$ cat src/rtl/mic_capture_ctrl.sv
// mic_capture_ctrl
//   Capture sequencer for a PDM microphone. Generates the mic clock, throws away
//   WARMUP whole windows after each start, then decimates M_DATA by counting ones
//   over WINDOW-bit windows. Each window result is offered on a valid/ready port.
//   Runs finite bursts of num_samples windows, or continuous capture when
//   num_samples is 0.
//
// Ports
//   clk, reset       system clock, synchronous active-high reset
//   enable           capture permitted; dropping it aborts the current run
//   start            one-cycle request to begin a run (ignored while busy)
//   num_samples      windows to capture, 0 = continuous; latched on accepted start
//   M_DATA           PDM bit stream from the mic
//   M_CLK, M_LRSEL   mic clock and constant channel select
//   busy, done       run in progress / one-cycle pulse at normal end of a finite run
//   sample,
//   sample_valid,
//   sample_ready     window result handshake
//   overrun,
//   clear_overrun    sticky flag for dropped window results, and its clear
module mic_capture_ctrl #(
    parameter int unsigned CLK_DIV  = 25,
    parameter int unsigned WINDOW   = 128,
    parameter int unsigned SAMPLE_W = 8,
    parameter int unsigned WARMUP   = 4,
    parameter bit          LRSEL    = 1'b0
) (
    input  logic                clk,
    input  logic                reset,
    input  logic                enable,
    input  logic                start,
    input  logic [15:0]         num_samples,
    input  logic                M_DATA,
    output logic                M_CLK,
    output logic                M_LRSEL,
    output logic                busy,
    output logic                done,
    output logic [SAMPLE_W-1:0] sample,
    output logic                sample_valid,
    input  logic                sample_ready,
    output logic                overrun,
    input  logic                clear_overrun
);

    localparam int unsigned DivW = (CLK_DIV > 1) ? $clog2(CLK_DIV) : 1;
    localparam int unsigned BitW = $clog2(WINDOW);

    typedef enum logic [1:0] {StIdle, StWarmup, StCapture, StFinish} state_e;

    state_e              state_q, state_d;
    logic [DivW-1:0]     div_q;
    logic                m_clk_q;
    logic [BitW-1:0]     bit_q;
    logic [SAMPLE_W-1:0] acc_q;
    logic [15:0]         win_q;
    logic [15:0]         num_q;
    logic [SAMPLE_W-1:0] sample_q;
    logic                valid_q;
    logic                overrun_q;
    logic                done_q;

    logic                running;
    logic                div_wrap;
    logic                bit_tick;
    logic                win_end;
    logic                warm_last;
    logic                cap_last;
    logic                load;
    logic                drop;
    logic [SAMPLE_W-1:0] result;

    // Clocking only continues while enable holds; an abort clears everything next edge.
    assign running   = ((state_q == StWarmup) || (state_q == StCapture)) && enable;
    assign div_wrap  = running && (div_q == DivW'(CLK_DIV - 1));
    // Sample on the last system cycle before the falling edge of M_CLK.
    assign bit_tick  = div_wrap && m_clk_q;
    assign win_end   = bit_tick && (bit_q == BitW'(WINDOW - 1));
    assign result    = acc_q + SAMPLE_W'(M_DATA);
    assign warm_last = (win_q == 16'(WARMUP - 1));
    assign cap_last  = (num_q != 16'd0) && (win_q == num_q - 16'd1);
    assign load      = (state_q == StCapture) && running && win_end
                       && (!valid_q || sample_ready);
    assign drop      = (state_q == StCapture) && running && win_end
                       && valid_q && !sample_ready;

    // FSM state register
    always_ff @(posedge clk) begin
        if (reset) begin
            state_q <= StIdle;
        end else begin
            state_q <= state_d;
        end
    end

    // FSM next state
    always_comb begin
        state_d = state_q;
        unique case (state_q)
            StIdle: begin
                if (start && enable) begin
                    state_d = (WARMUP == 0) ? StCapture : StWarmup;
                end
            end
            StWarmup: begin
                if (!enable) begin
                    state_d = StIdle;
                end else if (win_end && warm_last) begin
                    state_d = StCapture;
                end
            end
            StCapture: begin
                if (!enable) begin
                    state_d = StIdle;
                end else if (win_end && cap_last) begin
                    state_d = StFinish;
                end
            end
            StFinish: begin
                if (!enable || !valid_q) begin
                    state_d = StIdle;
                end
            end
            default: state_d = StIdle;
        endcase
    end

    // FSM / registered outputs
    always_comb begin
        busy         = (state_q != StIdle);
        done         = done_q;
        M_CLK        = m_clk_q;
        M_LRSEL      = LRSEL;
        sample       = sample_q;
        sample_valid = valid_q;
        overrun      = overrun_q;
    end

    // Datapath
    always_ff @(posedge clk) begin
        if (reset) begin
            div_q     <= '0;
            m_clk_q   <= 1'b0;
            bit_q     <= '0;
            acc_q     <= '0;
            win_q     <= '0;
            num_q     <= '0;
            sample_q  <= '0;
            valid_q   <= 1'b0;
            overrun_q <= 1'b0;
            done_q    <= 1'b0;
        end else begin
            if (running) begin
                if (div_wrap) begin
                    div_q   <= '0;
                    m_clk_q <= ~m_clk_q;
                end else begin
                    div_q <= div_q + 1'b1;
                end
            end else begin
                div_q   <= '0;
                m_clk_q <= 1'b0;
            end

            if (!running) begin
                bit_q <= '0;
                acc_q <= '0;
                win_q <= '0;
            end else if (win_end) begin
                bit_q <= '0;
                acc_q <= '0;
                // The window count restarts when warm-up hands over to capture.
                win_q <= ((state_q == StWarmup) && warm_last) ? 16'd0 : win_q + 16'd1;
            end else if (bit_tick) begin
                bit_q <= bit_q + 1'b1;
                acc_q <= result;
            end

            if ((state_q == StIdle) && start && enable) begin
                num_q <= num_samples;
            end

            if (load) begin
                sample_q <= result;
                valid_q  <= 1'b1;
            end else if (valid_q && sample_ready) begin
                valid_q <= 1'b0;
            end

            // A drop in the same cycle as a clear wins.
            if (drop) begin
                overrun_q <= 1'b1;
            end else if (clear_overrun) begin
                overrun_q <= 1'b0;
            end

            done_q <= (state_q == StFinish) && enable && !valid_q;
        end
    end

endmodule
$ cat config.mk
export PLATFORM = sky130hd
export DESIGN_NAME = mic_capture_ctrl
export DESIGN_NICKNAME = d
export VERILOG_FILES = /design/src/rtl/mic_capture_ctrl.sv
export SDC_FILE = /design/constraint.sdc
export NUM_CORES = 1
export LEC_CHECK = 0
export ABC_AREA = 1
export BUFFER_PORTS_ARGS = -buffer_cell sky130_fd_sc_hd__buf_4
export CORE_ASPECT_RATIO = 1.25
export CORE_MARGIN = 2
export CORE_UTILIZATION = 53
export CTS_CLUSTER_DIAMETER = 80
export DETAILED_ROUTE_END_ITERATION = 16
export PLACE_DENSITY = 0.79
export SLEW_MARGIN = 20
export SYNTH_ARGS = -nofsm -noshare
export SYNTH_HDL_FRONTEND = slang
export SYNTH_SLANG_ARGS = --single-unit
$ cat constraint.sdc
create_clock -name clk -period 1.9 [get_ports clk]
set_input_delay 0.095 -clock clk [delete_from_list [all_inputs] [get_ports clk]]
set_output_delay 0.095 -clock clk [all_outputs]
set_load 0.01 [all_outputs]
# == Word level (Yosys, flattened, before mapping) ==
# Index checks and enable logic that the tools add are counted.
# classes
n_eq_ne,11
bitwise,2
muxes,12
add_sub_neg,5
shifts,0
multipliers,0
magnitude_cmp,0
n_div,0
n_reduce_logical,34
# op_table
cell,n
1-bit logical AND,19
16-bit by 1-bit adder with 16-bit output (second input constant),1
16-bit equality test,1
16-bit by 2-bit equality test with 1-bit output (second input constant),1
16-bit two-way mux,1
16-bit nonzero test,1
16-bit by 1-bit subtractor with 16-bit output (second input constant),1
2-bit two-way mux,6
8-bit by 1-bit adder with 8-bit output,1
2-bit case mux with 4 select lines,1
7-bit by 1-bit adder with 7-bit output (second input constant),1
7-bit equality test (second input constant),1
3-bit by 2-bit != test with 1-bit output (second input constant),2
2-bit nonzero test,3
3-bit OR reduction,2
5-bit by 1-bit adder with 5-bit output (second input constant),1
5-bit equality test (second input constant),1
2-bit equality test (second input constant),2
1-bit two-way mux,4
2-bit != test (second input constant),2
4-bit AND reduction,1
1-bit logical NOT,3
1-bit logical OR,3
2-bit by 1-bit equality test with 1-bit output (second input constant),1
3 further kinds,4
# word_totals
reg_bits,66
input_bits,23
ramBits,0
mem_count,0
output_inout_bits,14
latch_bits,0
mem_bits_ro,0
wordCells,75

# == Logic depth before layout (Yosys ltp) ==
# Gate-level depths: netlist of the first run.
# logic_depth
word_depth,10
ltp_mapped,17
ltp_nobuf,17

# == Least setup slack after synthesis of the first run ==
# Ideal clock, no wire load.
# synth_timing
kind,register to register
startpoint,register state_q[1]
endpoint,register win_q[15]
setup_time_ns,0.119
path_buffers,0
t_arrival_ns,1.912
period_less_slack_ns,2.030
setup_slack_ns,-0.130
required_time_ns,1.781
stages_incl_launch_ff,16
cell_sequence,dfxtp_1 > inv_1 > ha_1 > nand2_2 > nor2_1 > nand2_1 > inv_2 > nand2_4 > nor2_4 > nand2_4 > nor3_2 > nand2_1 > nor2_2 > nand2_1 > nor3b_1 > nor2_1
# synth_via
elab_chain_len,6
word_cells_on_any_way,11
cone_classes,eq/ne (2); mux (1); bitwise (1); reduce/logical (7)
# synth_lines
element,line_no,source
"start, declared",50,"state_e state_q, state_d;"
"start signal, assigned",89,state_q <= StIdle;
"start signal, assigned",91,state_q <= state_d;
2-bit by 1-bit equality test with 1-bit output or 2-bit equality test (tied branches),"73, 172",
1-bit logical OR,73,assign running = ((state_q == StWarmup) || (state_q == StCapture)) && enable;
1-bit logical AND,73,
1-bit logical AND,74,assign div_wrap = running && (div_q == DivW'(CLK_DIV - 1));
1-bit logical AND,76,assign bit_tick = div_wrap && m_clk_q;
1-bit logical AND,77,assign win_end = bit_tick && (bit_q == BitW'(WINDOW - 1));
"end signal, assigned",172,win_q <= ((state_q == StWarmup) && warm_last) ? 16'd0 : win_q + 16'd1;
"end, declared",55,logic [15:0] win_q;
# Parallel ways exist; a longest one is shown, timed or not.
# A chain may end at the register's enable or synchronous reset.

# == Worst setup path after layout of the first run ==
# Ends and elaborated chain as after synthesis.

==> impl_metrics.tcl, run 1 <==
set metrics [dict create \
    wire_per_inst_um 14.0 \
    ys_types 36 \
    die_h_um 95.6 \
    cp_common_cell "nand2_4" \
    tritoncts "done" \
    synth_commonest_cells "nand2_1, inv_1, dfxtp_1, nor2_1, a21oi_1" \
    clk_latency_ns 0.36 \
    worst_path_largest_cell_delay_ns 0.34 \
    synth_compound_area_share_pct 13.7 \
    grt_first_pass_wirelength_um 15400 \
    hold_viol 0 \
    comb_power_share_pct 18.0 \
    path_cells "inv_2 -> ha_4 -> nand2_4 -> nor2_2 -> nand2_1 -> inv_2 -> nand2_4 -> nor2_4 -> nand2_4 -> nor3_4 -> nand2_2 -> nor2_4 -> nand2_2 -> nor3b_2 -> nor2_1" \
    gp_congestion 0.898 \
    core_area_um2 6520 \
    status "finished with violations" \
    fmax_mhz 460 \
    power_switching_uw 941 \
    drt-initial-drc-count 191 \
    p_per_area_nw_per_um2 669 \
    layout-drive-gt1-share_pct 24.5 \
    synthXorXnorAreaFrac_pct 6.65 \
    portBuffers 35 \
    route.vias.total 3664 \
    drc_errors 0 \
    drv_slew 0 \
    netlist_instances 518 \
    worstPathArrival_ns 2.41 \
    initial_core_util_pct 54.5 \
    failed_checks "setup timing" \
    yosysMostFrequentCell "nand2_1" \
    placed_cell_area_um2 4190 \
    layout_setup_ws_ns -0.272 \
    p_int_mw 2.17 \
    cp-start-kind "flop" \
    seq_power_share_pct 46.9 \
    rows 33 \
    die-width_um 77.3 \
    ios 37 \
    ys_warn_count 0 \
    slew_headroom_pct 53.7 \
    clkPwrFrac_pct 35.1 \
    cp_max_fo 5 \
    routed_wl_um 9800 \
    p_leak_nw 2.11 \
    synth.top_cell.area_share_pct 37.2 \
    h-tree-depth 3 \
    hold_class "in -> reg" \
    critPathKind "reg -> reg" \
    required_ns 2.14 \
    first_pass_iters 8 \
    cts_made_buffers 9 \
    synth-main-ff-cell "dfxtp_1" \
    rsz0062_at_grt "yes" \
    netlist_area_um2 3560 \
    maxCapViolations 0 \
    ys_seq_elements 66 \
    tightest_slew_ns 0.693 \
    grt_max_degree 33 \
    hold_slack_ns 0.0200 \
    areaGrowthSynthToFinish_pct 30.5 \
    dpl.hpwl_um 6550 \
    clk_pin_slew_ns 0.07 \
    synth_top_family_by_area "simple AND/OR/NAND/NOR gates" \
    clock_sinks 66 \
    synthTopCellsByArea "dfxtp_1, nand2_1, inv_1" \
    period_share_pct 114 \
    cts-root-buf "clkbuf_8" \
    synth_nets 553 \
    grt_pass1_vias 3526 \
    clock_skew_ns 0.0116 \
    vias_per_cell 5.25 \
    synthAdderAreaFrac_pct 4.22 \
    fin_crit_ns 2.17 \
    nets 641 \
    stdcell_area_um2 4640 \
    synth_simple_gate_area_share_pct 28.0 \
    endpoint_kind "flop" \
    die_area_um2 7380 \
    ant_nets 0 \
    antenna_found_initial 0 \
    power.share.switching_pct 30.3 \
    setup_viol 28 \
    diodes 0 \
    cts_max_path_buffers 2 \
    yosysSeqAreaShare_pct 37.2 \
    synthArstFlopShare_pct 0 \
    syn_avg_cell_area_um2 6.86 \
    vdd_ir_drop_max_v 0.000607 \
    overflow 0 \
    grt_use_total_pct 26.2 \
    yosysTopAreaCell "dfxtp_1" \
    synth_edf_count 0 \
    muxShareOfSynthArea_pct 0 \
    cpMaxStageDelayCell "dfxtp_2" \
    utilization_pct 71.2 \
]
-- worst paths after layout --
| check | startpoint | to | slack, ns | cells after the start |
|---|---|---|---|---|
| hold reg to reg | sample_valid | done | 0.45 | 1 |
| setup / recovery | state_q[1] | win_q[15] | -0.27 | 15 |
| setup reg to reg | state_q[1] | win_q[15] | -0.27 | 15 |
| hold / removal | num_samples[0] | num_q[0] | 0.02 | 3 |
-- per-stage QoR --
step	total power, mW	worst slack [ns]	TNS, ns	instances
final	3.11	-0.272	-3.93	698
after global placement	1.99	-0.135	-1.65	665
after CTS	3.08	-0.170	-2.26	695
after floorplan	1.84	-0.0558	-0.202	518
after detailed placement	2.01	-0.203	-2.92	665
after global routing	3.26	-0.402	-7.20	698
-- cells by family after synthesis --
kind of cell,after synthesis
other cells,1
flops,66
compound gates,92
buf+inv,94
fa+ha+maj,12
xor+xnor,27
simple gates,226
-- placed cells by master, fill, tap and decap left out, drive strengths merged --
master | netlist | final
o221a | 1 | 1
a21oi | 42 | 42
inv | 82 | 82
a31oi | 1 | 1
buf | 5 | 86
nand3b | 2 | 2
clkinv | 0 | 4
nor4 | 2 | 2
clkbuf | 7 | 10
o21bai | 1 | 1
or2 | 1 | 1
nand2 | 107 | 107
dlygate4sd3 | 0 | 2
nor2 | 65 | 65
ha | 12 | 12
nand3 | 25 | 25
a211oi | 3 | 3
nor3b | 2 | 2
o21a | 2 | 2
nor3 | 15 | 15
xnor2 | 5 | 5
conb | 1 | 1
o21ai | 42 | 43
dfxtp | 66 | 66
clkinvlp | 0 | 2
nand4 | 7 | 7
xor2 | 22 | 22
-- sequential cells by signal, summed over array words and instances (netlist names) --
signal	cells
sample_valid	1
done	1
M_CLK	1
sample	8
div_q	5
win_q	16
state_q	2
bit_q	7
overrun	1
num_q	16
acc_q	8
-- power groups by stage --
stage / Clock (mW) / Combinational, mW / Sequential, mW
6_report: 1.09 / 0.559 / 1.46
3_5_place_dp: 0 / 0.522 / 1.49
3_3_place_gp: 0 / 0.507 / 1.49
5_1_grt: 1.16 / 0.638 / 1.46
4_1_cts: 1.09 / 0.533 / 1.46
2_1_floorplan: 0 / 0.358 / 1.48
-- worst max-delay path, delay by kind of cell (launching register included) --
| family | cells | cell delay (ns) |
|---|---|---|
| adders and majority gates | 1 | 0.27 |
| buffers and inverters | 2 | 0.13 |
| DFF | 1 | 0.34 |
| and+or+nand+nor | 12 | 1.30 |
-- area by class of cell --
cell class              instances  area (um^2)
repair buffers                 88          681
flip-flops and latches         66         1320
inverters                      82          310
multi-input cells             359         2040
fillers                       513         1880
well taps                      87          109
clock buffers                  10          138
clock inverters                 6         42.5
-- what timing repair did --
action / 4_1_cts / 5_1_grt
endpoints found under the setup margin: 26 / 45
cloned: 1 / 0
buffers inserted: 11 / 6
endpoints found under the hold margin: 4 / 0
resized for setup: 16 / 30
pin swaps: 2 / 6
hold buffers: 2 / 0
-- metal layers --
metal,routed length [um],GRT usage [%],vias up,share of wire [%]
met5,0,0,-,0
met4,262,11.3,0,2.7
met1,3650,25.7,1701,37
li1,-,-,1825,-
met3,455,5.68,21,4.6
met2,5430,52.6,117,55
Note: power is estimated with default switching activity, not from simulation.
==> run 2, diff against run 1 <==
--- a/config.mk
+++ b/config.mk
@@ -9,11 +9,12 @@
 export BUFFER_PORTS_ARGS = -buffer_cell sky130_fd_sc_hd__buf_4
 export CORE_ASPECT_RATIO = 1.25
 export CORE_MARGIN = 2
-export CORE_UTILIZATION = 53
+export CORE_UTILIZATION = 63
 export CTS_CLUSTER_DIAMETER = 80
 export DETAILED_ROUTE_END_ITERATION = 16
-export PLACE_DENSITY = 0.79
+export PLACE_DENSITY = 0.88
 export SLEW_MARGIN = 20
 export SYNTH_ARGS = -nofsm -noshare
 export SYNTH_HDL_FRONTEND = slang
 export SYNTH_SLANG_ARGS = --single-unit
+export TNS_END_PERCENT = 10
==> constraint.sdc (replaced) <==
create_clock -name clk -period 2.5 [get_ports clk]
set_input_delay 0.125 -clock clk [delete_from_list [all_inputs] [get_ports clk]]
set_output_delay 0.125 -clock clk [all_outputs]
set_load 0.01 [all_outputs]
==> impl_metrics.tcl, run 2 (synthesis gave the netlist of run 1 again) <==
set metrics [dict create \
    cts_max_path_buffers 2 \
    cp-start-kind "flop" \
    layout_setup_ws_ns 0.110 \
    status "finished, final reports clean" \
    critPathKind "reg -> reg" \
    diodes 0 \
    cp_max_fo 9 \
    grt_max_degree 33 \
    clk_latency_ns 0.35 \
    first_pass_iters 8 \
    slew_headroom_pct 55.7 \
    period_share_pct 95.6 \
    rows 30 \
    clkPwrFrac_pct 37.3 \
    p_int_mw 1.70 \
    route.vias.total 3500 \
    endpoint_kind "flop" \
    fin_crit_ns 2.39 \
    cpMaxStageDelayCell "dfxtp_2" \
    initial_core_util_pct 65.3 \
    overflow 0 \
    worstPathArrival_ns 2.63 \
    power_switching_uw 663 \
    clock_sinks 66 \
    clk_pin_slew_ns 0.07 \
    most-common-layout-cells "nand2_1, inv_1, dfxtp_1, nor2_1, buf_4" \
    clock_skew_ns 0.00825 \
    grt_first_pass_wirelength_um 13700 \
    drc_errors 0 \
    worst_path_largest_cell_delay_ns 0.34 \
    instances_no_fill 637 \
    fmax_mhz 418 \
    setup_viol 0 \
    vdd_ir_drop_max_v 0.000590 \
    power.share.switching_pct 28.0 \
    reg_top3 "num_q (16), win_q (16)" \
    grt_pass1_vias 3126 \
    cts_made_buffers 9 \
    regArea_um2 1320 \
    final_common_cell "nand2_1" \
    nets 604 \
    die_area_um2 6260 \
    routed_wl_um 8930 \
    die-width_um 71.2 \
    path_cells "inv_1 -> ha_1 -> nand2_2 -> nor2_1 -> nand2_1 -> inv_2 -> nand2_8 -> nor2_4 -> nand2_4 -> nor3_2 -> nand2_1 -> nor2_2 -> nand2_1 -> nor3b_1 -> nor2_1" \
    tightest_slew_ns 0.664 \
    dpl.cell_count 609 \
    p_leak_nw 1.90 \
    areaGrowthSynthToFinish_pct 17.7 \
    required_ns 2.74 \
    die_h_um 88.0 \
    drt-initial-drc-count 308 \
    comb_power_share_pct 15.8 \
    cp_num_buf_inv 2 \
    multi_input_area_um2 1900 \
    core_area_um2 5440 \
    hold_slack_ns 0.0256 \
    layout-drive-gt1-share_pct 14.3 \
    hold_viol 0 \
    maxCapViolations 0 \
    drv_slew 0 \
    dpl.hpwl_um 6040 \
    vias_per_cell 5.49 \
    fillCellCount 390 \
    seq_power_share_pct 46.9 \
    p_per_area_nw_per_um2 565 \
    utilization_pct 76.9 \
    portBuffers 35 \
    antenna_found_initial 0 \
    wire_per_inst_um 14.0 \
    cp_common_cell "nand2_1" \
    cts-root-buf "clkbuf_8" \
    power.total_mw 2.37 \
    post-place-ws_ns 0.0911 \
    ant_nets 0 \
    critical_path.top_delay_family "simple AND/OR/NAND/NOR gates" \
    h-tree-depth 3 \
    ios 37 \
    gp_congestion 0.947 \
    grt_use_total_pct 27.9 \
    tritoncts "done" \
    hold_class "in -> reg" \
]
run 2: cell types whose count changed in the layout (fill, tap and decap cells not counted), moves of 4 or more:
cell,change
buf_6,-4
inv_1,+6
nor2_1,+6
nand2_4,-4
o21ai_0,+7
o21ai_1,-5
nand2_1,+4
inv_2,-5
buf_4,-31
run 2: worst reg2reg max path, stage by stage, from the launching register on:
cell and delay (ns):
dfxtp_2 0.34, inv_1 0.08, ha_1 0.30, nand2_2 0.06, nor2_1 0.09, nand2_1 0.10, inv_2 0.12, nand2_8 0.08
nor2_4 0.15, nand2_4 0.10, nor3_2 0.20, nand2_1 0.14, nor2_2 0.16, nand2_1 0.11, nor3b_1 0.20, nor2_1 0.06
run 2: worst paths after layout:
check                           slack [ns]           from  cells after the start         to
worst min register to register        0.45   sample_valid                      1       done
worst max-delay path                  0.11     state_q[0]                     15  win_q[15]
worst max register to register        0.11     state_q[0]                     15  win_q[15]
worst min-delay path                  0.03  clear_overrun                      4    overrun
run 2: layer usage:
layer | global-route usage (%) | vias to the layer above | part of all wire (%)
met5 | 0 | - | 0
met4 | 13.2 | 0 | 3.5
met3 | 5.41 | 29 | 5.5
met2 | 52.5 | 135 | 54
met1 | 29.7 | 1592 | 37
li1 | - | 1744 | -
run 2: cell type report:
cell class	instances	area share, %
multi-input cells	358	45.3
flip-flops and latches	66	31.6
repair buffers	52	9.38
inverters	82	7.35
clock buffers	12	3.47
well taps	64	1.91
clock inverters	3	0.956
run 2: power by group through the flow:
stage	clock network, mW	registers, mW	logic [mW]
6_report	0.883	1.11	0.373
3_5_place_dp	0	1.13	0.355
2_1_floorplan	0	1.12	0.266
5_1_grt	0.930	1.11	0.424
3_3_place_gp	0	1.13	0.344
4_1_cts	0.887	1.11	0.364
run 2: per-stage QoR:
stage,setup TNS [ns],cell area [um^2]
floorplan,0,3560
global placement,0,3880
detailed placement,0,3880
CTS,0,4070
global route,-0.147,4190
finish,0,4190
run 2: timing repair:
item,CTS,global route
gates resized for setup,0,6
endpoints found under the setup margin,0,14
endpoints found under the hold margin,4,0
hold buffers,1,0
buffers inserted,0,12
